File: src/rtl/fphub_pkg.sv
// Shared definitions for the single-precision HUB floating-point units
// (square and square root): field widths, exponent constants, the packed
// operand layout and the controller state encoding.
package fphub_pkg;

    localparam int EXP_W  = 8;
    localparam int MAN_W  = 23;
    localparam int WORD_W = 1 + EXP_W + MAN_W;
    localparam int SIG_W  = MAN_W + 2;           // {1, frac, ILSB}
    localparam int PROD_W = 2 * SIG_W;           // full significand product
    localparam int BIAS   = (1 << (EXP_W - 1)) - 1;

    localparam logic [EXP_W-1:0] EXP_ONES = '1;

    // Exponent arithmetic runs two bits wider than the field so that
    // 2*e - BIAS + n can never wrap for any legal e.
    localparam int XEXP_W = EXP_W + 2;
    localparam logic signed [XEXP_W-1:0] BIAS_X     = XEXP_W'(BIAS);
    localparam logic signed [XEXP_W-1:0] EXP_ONES_X = {2'b00, EXP_ONES};
    localparam logic signed [XEXP_W-1:0] ZERO_X     = '0;

    typedef struct packed {
        logic             sign;
        logic [EXP_W-1:0] exp;
        logic [MAN_W-1:0] frac;
    } fphub_t;

    typedef enum logic [1:0] {
        IDLE = 2'd0,
        MUL  = 2'd1,
        NORM = 2'd2
    } state_t;

    // HUB significand: hidden one, stored fraction, implicit LSB of one.
    function automatic logic [SIG_W-1:0] hub_sig(input logic [MAN_W-1:0] frac);
        return {1'b1, frac, 1'b1};
    endfunction

endpackage

File: src/rtl/fphub_seq_mul.sv
// Unsigned radix-2 shift-add multiplier. One multiplier bit is retired per
// cycle, LSB first, so a W-bit product takes exactly W cycles after load.
// done_o is high during the cycle whose closing edge performs the final add,
// letting a controller step to its next state on that same edge.
module fphub_seq_mul #(
    parameter int W = 25
) (
    input  logic           clk,
    input  logic           rst,
    input  logic           load_i,
    input  logic [W-1:0]   a_i,
    input  logic [W-1:0]   b_i,
    output logic           busy_o,
    output logic           done_o,
    output logic [2*W-1:0] product_o
);

    localparam int CNT_W = $clog2(W);
    localparam logic [CNT_W-1:0] CNT_LAST = CNT_W'(W - 1);

    logic [2*W-1:0] mcand_q, mcand_d;
    logic [W-1:0]   mplier_q, mplier_d;
    logic [2*W-1:0] acc_q, acc_d;
    logic [CNT_W-1:0] cnt_q, cnt_d;
    logic           busy_q, busy_d;
    logic [2*W-1:0] addend;

    // Partial product of this step: the shifted multiplicand gated by the
    // current multiplier LSB.
    for (genvar gi = 0; gi < 2 * W; gi++) begin : g_addend
        assign addend[gi] = mcand_q[gi] & mplier_q[0];
    end

    // Next-state: load restarts from a clean accumulator; otherwise one
    // shift-add step per cycle while busy.
    always_comb begin
        mcand_d  = mcand_q;
        mplier_d = mplier_q;
        acc_d    = acc_q;
        cnt_d    = cnt_q;
        busy_d   = busy_q;
        if (load_i) begin
            mcand_d  = {{W{1'b0}}, a_i};
            mplier_d = b_i;
            acc_d    = '0;
            cnt_d    = '0;
            busy_d   = 1'b1;
        end else if (busy_q) begin
            acc_d    = acc_q + addend;
            mcand_d  = mcand_q << 1;
            mplier_d = mplier_q >> 1;
            cnt_d    = cnt_q + CNT_W'(1);
            if (cnt_q == CNT_LAST) begin
                busy_d = 1'b0;
            end
        end
    end

    // State registers; reset abandons any product in flight.
    always_ff @(posedge clk or posedge rst) begin
        if (rst) begin
            mcand_q  <= '0;
            mplier_q <= '0;
            acc_q    <= '0;
            cnt_q    <= '0;
            busy_q   <= 1'b0;
        end else begin
            mcand_q  <= mcand_d;
            mplier_q <= mplier_d;
            acc_q    <= acc_d;
            cnt_q    <= cnt_d;
            busy_q   <= busy_d;
        end
    end

    assign busy_o    = busy_q;
    assign done_o    = busy_q && (cnt_q == CNT_LAST);
    assign product_o = acc_q;

endmodule

File: src/rtl/fphub_square.sv
// Iterative HUB single-precision squarer. Accepts an operand with a
// start/finish/computing handshake, squares the 25-bit HUB significand with
// the shift-add multiplier, then normalises and resolves special cases in
// one final cycle. Latency is fixed at MAN_W+3 cycles for every operand;
// rounding to nearest falls out of HUB truncation.
module fphub_square
    import fphub_pkg::*;
(
    input  logic              clk,
    input  logic              rst,
    input  logic              start,
    input  logic [WORD_W-1:0] x,
    output logic [WORD_W-1:0] res,
    output logic              finish,
    output logic              computing
);

    state_t            state_q, state_d;
    logic [EXP_W-1:0]  exp_q, exp_d;
    logic [WORD_W-1:0] res_q, res_d;
    logic              finish_q, finish_d;
    logic              computing_q, computing_d;

    fphub_t            x_s;
    logic              mul_load;
    logic              mul_busy;
    logic              mul_done;
    logic [PROD_W-1:0] product;

    logic              prod_top;
    logic [MAN_W-1:0]  frac_n;
    logic signed [XEXP_W-1:0] exp_ext;
    logic signed [XEXP_W-1:0] exp_full;
    fphub_t            norm_res;
    logic              unused_bits;

    assign x_s      = x;
    assign mul_load = (state_q == IDLE) && start;

    fphub_seq_mul #(
        .W (SIG_W)
    ) u_mul (
        .clk       (clk),
        .rst       (rst),
        .load_i    (mul_load),
        .a_i       (hub_sig(x_s.frac)),
        .b_i       (hub_sig(x_s.frac)),
        .busy_o    (mul_busy),
        .done_o    (mul_done),
        .product_o (product)
    );

    // Product lies in [1,4): the top bit selects a one-place normalisation.
    // Bits below the 23 kept fraction bits are simply dropped, and the sign
    // is irrelevant to a square.
    assign prod_top    = product[PROD_W-1];
    assign frac_n      = prod_top ? product[PROD_W-2 -: MAN_W]
                                  : product[PROD_W-3 -: MAN_W];
    assign exp_ext     = {2'b00, exp_q};
    assign exp_full    = (exp_ext <<< 1) - BIAS_X + {{(XEXP_W-1){1'b0}}, prod_top};
    assign unused_bits = ^{x_s.sign, product[PROD_W-MAN_W-3:0], mul_busy};

    // Result selection: zero and infinity inputs dominate, then exponent
    // overflow saturates to infinity and underflow flushes to zero.
    always_comb begin
        norm_res = '0;
        if (exp_q == '0) begin
            norm_res = '0;
        end else if (exp_q == EXP_ONES) begin
            norm_res.exp = EXP_ONES;
        end else if (exp_full >= EXP_ONES_X) begin
            norm_res.exp = EXP_ONES;
        end else if (exp_full <= ZERO_X) begin
            norm_res = '0;
        end else begin
            norm_res.exp  = exp_full[EXP_W-1:0];
            norm_res.frac = frac_n;
        end
    end

    // Controller: accept in IDLE, wait for the multiplier, then publish.
    always_comb begin
        state_d     = state_q;
        exp_d       = exp_q;
        res_d       = res_q;
        finish_d    = 1'b0;
        computing_d = computing_q;
        case (state_q)
            IDLE: begin
                if (start) begin
                    state_d     = MUL;
                    exp_d       = x_s.exp;
                    computing_d = 1'b1;
                end
            end
            MUL: begin
                if (mul_done) begin
                    state_d = NORM;
                end
            end
            NORM: begin
                res_d       = norm_res;
                finish_d    = 1'b1;
                computing_d = 1'b0;
                state_d     = IDLE;
            end
            default: begin
                state_d = IDLE;
            end
        endcase
    end

    // Controller and output registers; reset aborts and clears the result.
    always_ff @(posedge clk or posedge rst) begin
        if (rst) begin
            state_q     <= IDLE;
            exp_q       <= '0;
            res_q       <= '0;
            finish_q    <= 1'b0;
            computing_q <= 1'b0;
        end else begin
            state_q     <= state_d;
            exp_q       <= exp_d;
            res_q       <= res_d;
            finish_q    <= finish_d;
            computing_q <= computing_d;
        end
    end

    assign res       = res_q;
    assign finish    = finish_q;
    assign computing = computing_q;

endmodule
File: config.mk
export PLATFORM = sky130hd
export DESIGN_NAME = fphub_square
export DESIGN_NICKNAME = d
export VERILOG_FILES = /design/src/rtl/fphub_pkg.sv /design/src/rtl/fphub_seq_mul.sv /design/src/rtl/fphub_square.sv
export SDC_FILE = /design/constraint.sdc
export NUM_CORES = 1
export LEC_CHECK = 0
export BUFFER_PORTS_ARGS = -buffer_cell sky130_fd_sc_hd__buf_4
export CORE_UTILIZATION = 33
export CTS_BUF_LIST = sky130_fd_sc_hd__clkbuf_2
export DETAILED_ROUTE_END_ITERATION = 8
export SLEW_MARGIN = 20
export SYNTH_ARGS = -nofsm -noshare
export SYNTH_HDL_FRONTEND = slang
export SYNTH_SLANG_ARGS = --single-unit
export TNS_END_PERCENT = 50
File: constraint.sdc
create_clock -name clk -period 9.4 [get_ports clk]
set_input_delay 0 -clock clk [delete_from_list [all_inputs] [get_ports clk]]
set_output_delay 0 -clock clk [all_outputs]
set_load 0.1 [all_outputs]
==> results.json <==
{
  "outcome": "completed",
  "synth_top_area_frac": 0.413,
  "syn_nets": 1232,
  "dp_hpwl_um": 16600,
  "grtUsageTotal": 0.157,
  "die_area_mm2": 0.0324,
  "gp_congestion": 0.844,
  "portBuffers": 66,
  "detail-route-antenna-nets": 0,
  "stdcell_count": 1664,
  "ys_seq_elements": 173,
  "path_class": "reg2reg",
  "min_period_over_period": 0.437,
  "fmax_mhz": 244,
  "cp_max_fo": 51,
  "finClkSkew_ns": 0.0296,
  "cts_sinks": 173,
  "wire_per_inst_um": 14.7,
  "critical-path-top-delay-family": "compound AO/OA/AOI/OAI gates",
  "required_ns": 10.17,
  "core_area_mm2": 0.0309,
  "cts_made_buffers": 17,
  "critPathMaxStageDelay_ns": 0.98,
  "post_cts_buffers": 0,
  "final_nets": 1343,
  "clock_latency_ns": 0.80,
  "p_leak_nw": 6.03,
  "tns_ns": 0,
  "cts_tree": "built",
  "drive_above_1_share": 0.0941,
  "drt-pass1-iter-count": 4,
  "num_vias": 8456,
  "drc": 0,
  "drt_wl_total_um": 24500,
  "max-cap-violations": 0,
  "synthCells": 1142,
  "hp-class": "in2async",
  "path_cells": "buf_4 > and2_1 > ha_1 > and2_1 > nand3_1 > a311oi_1 > nor3_1 > nor4b_1 > o31ai_1 > a31oi_1 > nor4b_1 > a211o_1",
  "synthArstFlopShare": 1.00,
  "die_w_um": 180,
  "rsz0062_at_grt": "no",
  "die_y_um": 180,
  "place_area_mm2": 0.0113,
  "ys.flop_type": "dfrtp_1",
  "yosys.area.top_type": "dfrtp_1",
  "syn_to_final_growth_pct": 17.3,
  "clk_pin_slew_worst_paths_ns": 0.25,
  "cts-htree-levels": 4,
  "grt_remaining_overflow": 0,
  "slew_viol_final": 0,
  "ys_warn_count": 0,
  "antenna_found_initial": 1,
  "synth_area_per_cell_um2": 9.17,
  "start_kind": "flip-flop",
  "crit_buf_inv": 1,
  "relSlewSlack": 0.224,
  "initial_core_util": 0.339,
  "grt_pass1_vias": 8169,
  "io_pins": 69,
  "worstMarginPinSlew_ns": 1.15,
  "drtIter0Drc": 462,
  "vdd_drop_max_mv": 0.137,
  "fin_area_mm2": 0.0123,
  "p_per_area_mw_per_mm2": 382,
  "setup_viol": 0,
  "grt_pass1_wl_um": 41800,
  "period_needed_ns": 4.11,
  "ys_seq_area_frac": 0.413,
  "worst_setup_path_end_kind": "flip-flop",
  "clockBufferDepth": 2,
  "root_buffer": "clkbuf_2",
  "synth.area.top_cells": "dfrtp_1 41%, mux2i_1 11%, ha_1 6.5%, a21oi_1 5.3%, nand2_1 4.4%",
  "rows": 64,
  "dp.cells": 1554,
  "cp_slowest_cell": "o31ai_1",
  "arrival_ns": 4.87,
  "synth_edf_count": 0,
  "grt_max_degree": 82,
  "synth_cell_type_count": 64,
  "avgViaCountPerCell": 5.08,
  "hold_viol_final": 0,
  "syn-cell-area_mm2": 0.0105
}
==> synth_stat cells (6+ instances only) <==
cell,n
nor2b_1,10
a211oi_1,10
and3_1,7
o211ai_1,8
dfrtp_1,173
nand2b_1,6
nand2_1,122
a31oi_1,9
a21oi_1,111
nor2_1,119
mux2i_1,120
nand3_1,20
o21bai_1,6
ha_1,54
nor3_1,7
o21a_1,7
a21o_1,15
inv_1,22
and2_1,54
xor2_1,21
o31ai_1,6
clkbuf_1,42
buf_1,14
nand4_1,12
a221o_1,7
xnor2_1,27
o21ai_0,72
==> final cells by class <==
type                    count  area, um^2
clock buffers              19        95.1
well taps                 396         495
fillers                  3167       18600
repair buffers            151        1320
inverters                  22        87.6
flip-flops and latches    173        4330
diodes                      3        7.51
clock inverters            12        97.6
multi-input cells         888        5840
==> placed cells by master, fill, tap and decap left out, types with 21 or more instances in the layout <==
| master | instances |
|---|---|
| buf_4 | 75 |
| mux2i_1 | 120 |
| and2_1 | 54 |
| inv_1 | 21 |
| xnor2_1 | 27 |
| xor2_1 | 21 |
| ha_1 | 54 |
| nand2_1 | 122 |
| dfrtp_1 | 172 |
| dlygate4sd3_1 | 76 |
| nor2_1 | 119 |
| o21ai_0 | 72 |
| a21oi_1 | 111 |
==> flip-flops by register name (all words and copies together), names as in the netlist <==
register / flops
state_q: 2
exp_q: 8
u_mul.busy_o: 1
computing: 1
u_mul.cnt_q: 5
u_mul.mcand_q: 50
u_mul.mplier_q: 24
res: 31
finish: 1
u_mul.product_o: 50
==> tightest hold or removal path: cells and delay by family <==
| kind | cells | cell delay, ns |
|---|---|---|
| buffers and inverters | 4 | 1.71 |
==> final timing paths <==
check	start	endpoint	slack (ns)	depth (start not counted)
worst max register to register	u_mul.mplier_q[0]	u_mul.product_o[47]	5.29	12
min in group clk	start	u_mul.cnt_q[4]	0.47	4
max in group asynchronous	rst	u_mul.mcand_q[6]	7.15	6
worst min register to register	state_q[1]	state_q[1]	0.49	1
worst min-delay path	rst	res[29]	0.38	4
worst max-delay path	u_mul.mplier_q[0]	u_mul.product_o[47]	5.29	12
==> layer usage <==
layer	GRT usage	vias to the layer above	wire length [um]
met5	0	-	0
met4	0.0383	0	239
met3	0.0259	14	713
met2	0.243	138	10700
met1	0.226	4019	12800
li1	-	4285	-
==> report_power, final <==
part | internal (mW) | leakage [nW] | switching, mW
combinational | 1.26 | 3.78 | 1.72
clock | 0.0938 | 0.121 | 0.272
sequential | 1.08 | 2.13 | 0.266
total | 2.43 | 6.03 | 2.26
==> what timing repair did <==
action                     CTS  global route
gates resized for setup      0             0
hold endpoints to repair   208             0
hold buffers                76             0
setup endpoints to repair    0             0
==> logic make-up (layout without fill, tap and decap cells) <==
logic type,Yosys count,count (layout),share of synthesized area
muxes,120,120,0.115
DFF,173,173,0.413
adders and majority gates,55,55,0.0664
and+or+nand+nor,382,382,0.172
xor gates and xnor gates,48,48,0.0402
AOI/OAI and AO/OA,282,282,0.163
buffers and inverters,81,204,0.0299
other,1,4,0.000358
==> through the flow <==
step	setup slack (ns)	total power, mW	util	hold WS [ns]
global route	5.07	5.17	0.397	0.367
floorplan	4.71	3.66	-	0.105
detailed placement	5.45	4.29	0.366	0.123
finish	5.29	4.69	0.397	0.382
global placement	5.48	4.22	0.366	0.118
CTS	5.39	4.71	0.397	0.333
Power figures use the tool's default switching activity.
